File: src/rtl/param_data_memory.sv
// param_data_memory: parametrised single-port data memory with byte-lane writes,
// a valid/ready request port, a registered one-cycle read response and a
// built-in clear engine that zeroes the array one word per cycle.
module param_data_memory #(
    parameter int unsigned        DATA_W        = 8,
    parameter int unsigned        ADDR_W        = 8,
    parameter int unsigned        DEPTH         = 256,
    parameter logic [DATA_W-1:0]  CLEAR_VAL     = '0,
    parameter bit                 INIT_ON_RESET = 1'b1
) (
    input  logic                  clk,
    input  logic                  reset_n,
    input  logic                  req_valid,
    output logic                  req_ready,
    input  logic                  req_we,
    input  logic [ADDR_W-1:0]     req_addr,
    input  logic [DATA_W-1:0]     req_wdata,
    input  logic [DATA_W/8-1:0]   req_be,
    output logic                  rsp_valid,
    output logic [DATA_W-1:0]     rsp_rdata,
    output logic                  err_oob,
    input  logic                  clr_start,
    output logic                  clr_busy,
    output logic                  clr_done
);

    localparam int unsigned NB    = DATA_W / 8;
    localparam int unsigned CNT_W = ADDR_W + 1;
    localparam int unsigned IDX_W = (DEPTH > 1) ? $clog2(DEPTH) : 1;

    // Counter is one bit wider than the address so DEPTH == 2**ADDR_W is representable.
    localparam logic [CNT_W-1:0] DEPTH_C = CNT_W'(DEPTH);
    localparam logic [CNT_W-1:0] LAST_C  = CNT_W'(DEPTH - 1);

    typedef enum logic {
        ST_IDLE  = 1'b0,
        ST_CLEAR = 1'b1
    } state_t;

    state_t                r_state;
    logic [CNT_W-1:0]      r_clr_cnt;
    logic                  r_rsp_valid;
    logic [DATA_W-1:0]     r_rsp_rdata;
    logic                  r_err_oob;
    logic                  r_clr_done;

    // Storage array; intentionally not reset, the clear engine initialises it.
    logic [DATA_W-1:0]     r_mem [DEPTH];

    logic                  w_accept;
    logic                  w_in_range;
    logic                  w_wr_en;
    logic [IDX_W-1:0]      w_req_idx;
    logic [IDX_W-1:0]      w_clr_idx;

    // Request handshake: clr_start takes priority over a simultaneous request.
    assign req_ready  = (r_state == ST_IDLE) && !clr_start;
    assign w_accept   = req_valid && req_ready;
    assign w_in_range = {1'b0, req_addr} < DEPTH_C;
    assign w_wr_en    = w_accept && req_we && w_in_range;
    assign w_req_idx  = IDX_W'(req_addr);
    assign w_clr_idx  = IDX_W'(r_clr_cnt);

    assign rsp_valid  = r_rsp_valid;
    assign rsp_rdata  = r_rsp_rdata;
    assign err_oob    = r_err_oob;
    assign clr_busy   = (r_state == ST_CLEAR);
    assign clr_done   = r_clr_done;

    // Control FSM, clear counter and registered response outputs.
    always_ff @(posedge clk or negedge reset_n) begin
        if (!reset_n) begin
            r_state     <= INIT_ON_RESET ? ST_CLEAR : ST_IDLE;
            r_clr_cnt   <= '0;
            r_rsp_valid <= 1'b0;
            r_rsp_rdata <= '0;
            r_err_oob   <= 1'b0;
            r_clr_done  <= 1'b0;
        end else begin
            r_rsp_valid <= 1'b0;
            r_err_oob   <= 1'b0;
            r_clr_done  <= 1'b0;
            case (r_state)
                ST_IDLE: begin
                    if (clr_start) begin
                        r_state   <= ST_CLEAR;
                        r_clr_cnt <= '0;
                    end else if (req_valid) begin
                        if (w_in_range) begin
                            if (!req_we) begin
                                r_rsp_valid <= 1'b1;
                                r_rsp_rdata <= r_mem[w_req_idx];
                            end
                        end else begin
                            // Out-of-range: writes dropped, reads return zero.
                            r_err_oob <= 1'b1;
                            if (!req_we) begin
                                r_rsp_valid <= 1'b1;
                                r_rsp_rdata <= '0;
                            end
                        end
                    end
                end
                ST_CLEAR: begin
                    if (r_clr_cnt == LAST_C) begin
                        r_state    <= ST_IDLE;
                        r_clr_done <= 1'b1;
                    end else begin
                        r_clr_cnt  <= r_clr_cnt + CNT_W'(1);
                    end
                end
                default: begin
                    r_state <= ST_IDLE;
                end
            endcase
        end
    end

    // Array write port: clear engine owns it while clearing, else byte-lane writes.
    always_ff @(posedge clk) begin
        if (r_state == ST_CLEAR) begin
            r_mem[w_clr_idx] <= CLEAR_VAL;
        end else if (w_wr_en) begin
            for (int i = 0; i < NB; i++) begin
                if (req_be[i]) begin
                    r_mem[w_req_idx][8*i +: 8] <= req_wdata[8*i +: 8];
                end
            end
        end
    end

endmodule

File: config.mk
export PLATFORM = sky130hd
export DESIGN_NAME = param_data_memory
export DESIGN_NICKNAME = d
export VERILOG_FILES = /design/src/rtl/param_data_memory.sv
export SDC_FILE = /design/constraint.sdc
export NUM_CORES = 2
export LEC_CHECK = 0
export BUFFER_PORTS_ARGS = -buffer_cell sky130_fd_sc_hd__buf_2
export CORE_MARGIN = 2
export CORE_UTILIZATION = 55
export CTS_CLUSTER_DIAMETER = 100
export DETAILED_ROUTE_END_ITERATION = 8
export GPL_ROUTABILITY_DRIVEN = 0
export PLACE_DENSITY = 0.71
export SLEW_MARGIN = 5
export SYNTH_ARGS = -nofsm -noshare
export SYNTH_HDL_FRONTEND = slang
export SYNTH_SLANG_ARGS = --single-unit
File: constraint.sdc
create_clock -name clk -period 6.25 [get_ports clk]
set_input_delay 0 -clock clk [delete_from_list [all_inputs] [get_ports clk]]
set_output_delay 0 -clock clk [all_outputs]
set_load 0.05 [all_outputs]
# ---- After elaboration in Yosys (flattened, before gate mapping)
# Memory sizes are Yosys's and may differ from the RTL's. A register that Yosys moved wholly into a read port is not among the register bits.
# Cells that the tools add are included.
dict set report word_totals {
  word_cells 41
  ram_bits 2048
  memories 1
  reg_bits 12
}
dict set report classes {
  eq_ne 3
  bitwise_logic 3
  n_mux 21
  add_sub_neg 1
  reduce_logical 8
}
# name words word_bits rd rd_ports_with_merged_regs wr line
set memory_table {}
lappend memory_table {r_mem 256 8 1 1 1 48} ;# logic [DATA_W-1:0] r_mem [DEPTH];
# cell count
set op_table {}
lappend op_table {{$mux 9} 2}
lappend op_table {{$pmux 9 s2} 1}
lappend op_table {{$mux 8} 2}
lappend op_table {{$mux 1} 15}
lappend op_table {{$add 9x1->9 const B} 1}
lappend op_table {{$eq 9x8->1 const B} 1}
lappend op_table {{$reduce_or 8->1} 1}
lappend op_table {{$ne 2x2->1 const B} 2}
lappend op_table {{$reduce_and 4->1} 1}
lappend op_table {{$logic_and 1x1->1} 3}
lappend op_table {{$not 1->1} 3}
lappend op_table {{$logic_not 1->1} 2}
lappend op_table {{$pmux 1 s2} 1}
lappend op_table {{$reduce_and 2->1} 1}

# ---- Longest topological paths before layout
dict set report logic_depth {
  ltp_word 9
  mapped_depth 12
}

# ---- Least setup slack after synthesis
# OpenSTA, ideal clock, no wires.
dict set report synth_timing {
  path_kind {reg-to-reg}
  start {register r_state (netlist: clr_busy)}
  end {memory r_mem[0][0], data pin}
  t_required_ns 5.380
  arrival_ns 4.897
  path_slack_ns 0.484
  stages_incl_launch_ff 8
  setup_time_ns 0.870
  n_path_buf 4
  cell_sequence {dfstp_2 > buf_4 > nor2_8 > and4_1 > buf_4 > buf_6 > clkbuf_1 > and2_1}
}
dict set report synth_via {
  elab_chain_cells 9
}
# item line
set synth_lines {}
lappend synth_lines {{start, declared} 40} ;# state_t r_state;
lappend synth_lines {{start signal, assigned} 73} ;# r_state <= INIT_ON_RESET ? ST_CLEAR : ST_IDLE;
lappend synth_lines {{$not 1->1} n/a}
lappend synth_lines {{$logic_and 1x1->1} 57} ;# assign req_ready = (r_state == ST_IDLE) && !clr_start;
lappend synth_lines {{via req_ready} 14} ;# output logic req_ready,
lappend synth_lines {{$logic_and 1x1->1} 58} ;# assign w_accept = req_valid && req_ready;
lappend synth_lines {{$logic_and 1x1->1} 60} ;# assign w_wr_en = w_accept && req_we && w_in_range;
lappend synth_lines {{$mux 1} 123} ;# end else if (w_wr_en) begin
lappend synth_lines {{$mux 1} 121} ;# if (r_state == ST_CLEAR) begin
lappend synth_lines {{$mux 1 (implied by the code)} 126} ;# r_mem[w_req_idx][8*i +: 8] <= req_wdata[8*i +: 8];
lappend synth_lines {{$reduce_or 8->1 (no line)} n/a}
lappend synth_lines {{$mux 8 (no line)} n/a}
lappend synth_lines {{end, declared} 48}
# The timed path passes the listed nets, and every way through them passes these cells.

# ---- Worst setup path after layout
dict set report layout_timing {
  start {register r_state (netlist: clr_busy)}
  end {memory r_mem[23][7] (enable)}
}
dict set report layout_via {
  elab_chain_cells 9
}
# item line
set layout_lines {}
lappend layout_lines {{$not 1->1} n/a}
lappend layout_lines {{$logic_and 1x1->1} 57}
lappend layout_lines {{$logic_and 1x1->1} 58}
lappend layout_lines {{$logic_and 1x1->1} 60}
lappend layout_lines {{$mux 1} 123}
lappend layout_lines {{$mux 1} 121}
lappend layout_lines {{$mux 1 (implied by the code)} 126}
lappend layout_lines {{$reduce_or 8->1 (no line)} n/a}
lappend layout_lines {{$mux 8 (no line) / $mux 1 (equally long branches)} n/a}
# Several ways; a longest one is shown, not always the timed one.

==> reports/qor.txt <==
Input/output buffers: 33
WL/cell: 33.37 µm
VDD IR max: 0.2819 mV
DIE AREA: 149800 µm²
Post-synthesis cell count: 3942
Area Overhead vs Synth: 10.51%
Grt ovf: 0
Clock transition at path regs: 0.06 ns
Total Routing Usage GR: 0.2729
CP Launch Type: flip-flop
Router iterations before antenna repair: 6
Worst Path Arrival: 5.01 ns
Hold wc startpoint: req_addr[7]
Area of the multi-input gates: 17250 µm²
Final instance area: 89190 µm²
Yosys top cell by area: edfxtp_1
YS warnings: 0
I/O pin count: 35
CP cell instances: nor2_8 -> and4_1 -> nand3b_1 -> o21ai_1 -> nand2_1 -> nor2_1
Netlist cell types: 61
PwrDens: 323.8 nW/µm²
Clock latency on the worst-skew pair: 0.84 ns
Hold Path Class: primary input to flip-flop
Worst reg2reg setup slack: 1.69 ns
Share of cells above drive strength 1: 0.2084
R2R cell count: 6
Seq. cell area: 62000 µm²
Final setup fails: 0
Critical Path RT: 6.70 ns
Worst r2r src: clr_busy
Share of the synthesized area in the top cell type: 0.7620
XOR/XNOR Fraction of Synth Area: 0.0002170
Vias: 40808
Endpoint, Worst Hold: r_mem[181][2]
Post-synthesis simple-gate area fraction: 0.03136
Inserted Diodes: 0
Fin. Hold Viols: 0
Post-synth ARST share: 0.009671
Mux cell area share after synthesis: 0.1452
Hold Path Cell Cnt: 5
Final core occ: 0.6120
Area after DPL: 82750 µm²
GR Util met3: 0.06200
H-Tree Depth: 4
1st-iter DRT viols: 5853
Post-synthesis sequential area ratio: 0.7682
Max Freq: 219.2 MHz
Critical path peak fanout: 34
Adder-cell share of the synthesized area: 0.0003100
First-pass GRT wire length: 290900 µm
Slowest CP cell: and4_1
Vias per inst: 6.673
# fillers: 9959
Gr busiest metal: met2
Final WS setup: 1.688 ns
Die Y: 387.1 µm
Synth Flop Type: edfxtp_1
Largest net degree at the start of global routing: 155
Status: finished, final reports clean
Root buffer cell: clkbuf_16
Total of max-cap violations: 0
Setup Skew: 0.03505 ns
Leading cell type in the layout, fill and taps excluded: edfxtp_1
Clk sinks: 2068
Worst-Margin Slew: 1.367 ns
Dpl hpwl: 119900 µm
Crit path kind: flip-flop to flip-flop
Grt met1 use: 0.3869
Mean Syn Cell Area: 20.47 µm²
Die X: 387.1 µm
Lkg Pwr: 30.75 nW
RSZ-0062 raised after global routing: no
Post-CTS Setup Inserts: 0
Post-route DRC: 0
TritonCTS clock tree: yes
Final min period: 4.562 ns
#FFs+latches synth: 2068
Post-synth EDFFs: 2048
Crit path capture type: flip-flop
R2r endpoint: r_mem[23][7]
Tcrit/Tclk final: 0.7300
CTS buffer count: 192
Compound-Gate Fraction of Synth Area: 0.03555
Antenna Nets Post-Route: 0
Met2 Use GR: 0.4150
Setup WS pre-CTS: 1.849 ns
Core Area: 145700 µm²
Crit-path max cell delay: 1.04 ns
Net count after synthesis: 3966
Starting Density: 0.5538
Vias in the first global route: 40006
Initial antenna violation count: 5
Largest family of logic cells by synthesized area: multiplexers
Top cells by area, synth: edfxtp_1 76%, mux4_2 11%, mux2i_1 2.8%
Total Neg Setup Slack: 0 ns
Final Max Tran Viols: 0
Worst slew margin: 0.08195
NumNets Final: 4059
Syn Std Cell Area: 80710 µm²
Most frequent cells in the layout: 2048 x edfxtp_1, 407 x mux4_2, 280 x nor2_1
CTS Buffer Depth: 3
Routed Wire Length: 204000 µm
Row Count: 140
==> routing by layer <==
| layer | share of wire | wire [µm] |
|---|---|---|
| met1 | 0.38 | 77790 |
| met4 | 0.043 | 8721 |
| met5 | 0 | 0 |
| met2 | 0.47 | 95100 |
| met3 | 0.11 | 22430 |
==> worst max-delay path by stage <==
stage,start,end,depth (start not counted)
after global routing,clr_busy,r_mem[23][7],6
after CTS,clr_busy,r_mem[23][5],6
after floorplan,clr_busy,r_mem[0][0],7
final,clr_busy,r_mem[23][7],6
after global placement,clr_busy,r_mem[89][1],6
after detailed placement,clr_busy,r_mem[84][3],6
==> critical path: cells and delay by family, from the launching register on <==
family / cells / cell delay, ns
AND/OR/NAND/NOR: 5 / 3.01
AO/OA/AOI/OAI: 1 / 0.69
flip-flops: 1 / 0.44
==> registers in the layout (all words and copies together) (netlist names) <==
register,cells
r_mem,2048
r_clr_cnt,9
rsp_rdata,8
clr_busy,1
clr_done,1
rsp_valid,1
==> Yosys cell counts (3+ instances only) <==
library cell	number
mux2i_1	222
buf_6	33
a211oi_1	44
o31ai_1	5
nor2b_1	4
a221oi_1	29
buf_8	3
nand2b_1	23
o22ai_1	55
or2_2	19
buf_2	63
a31oi_1	12
nand4_1	24
a311o_1	7
buf_1	12
nand2_1	113
buf_12	9
nor3b_1	3
and2_1	11
clkbuf_4	3
clkbuf_1	86
nand2_2	3
nand3_1	8
a21oi_1	62
dfrtp_1	19
inv_1	9
o21ai_0	37
nand3b_1	6
o211ai_1	14
edfxtp_1	2048
nand4b_1	7
mux4_2	407
mux2_2	11
nor2_1	283
a22oi_1	89
and3_1	10
nor3_1	44
o21bai_1	7
buf_4	27
o221ai_1	35
mux4_1	8
a2111oi_0	7
==> final cells by class <==
type                    count  share of cell area
flip-flops and latches   2068              0.6951
multi-input cells        1628              0.1934
clock buffers             225             0.05645
well taps                1917             0.02689
clock inverters           132             0.01390
repair buffers            135             0.01385
inverters                  10           0.0004208
==> stage by stage <==
stage	power [mW]	std cells	hold WS, ns
after detailed placement	17.48	5742	0.04153
after global routing	29.54	6115	0.1209
after CTS	28.92	6115	0.04938
after floorplan	16.66	3942	-0.2956
final	28.88	6115	0.1278
after global placement	17.46	5742	0.03651
==> timing repair <==
action	in CTS	in global routing
resized for setup	0	0
hold buffers	16	0
endpoints found under the hold margin	576	0
==> report_power, final <==
| group | total (mW) | internal (mW) | switching (mW) |
|---|---|---|---|
| Sequential | 15.3 | 15.2 | 0.0835 |
| Combinational | 1.94 | 0.522 | 1.41 |
| Clock | 11.6 | 6.56 | 5.07 |
==> logic make-up after synthesis <==
family / after synthesis
AOI/OAI and AO/OA: 410
xor gates and xnor gates: 2
adders and majority gates: 2
buffers and inverters: 246
DFF: 2068
muxes: 648
other: 1
and+or+nand+nor: 565
Note: power is estimated with default switching activity, not from simulation.
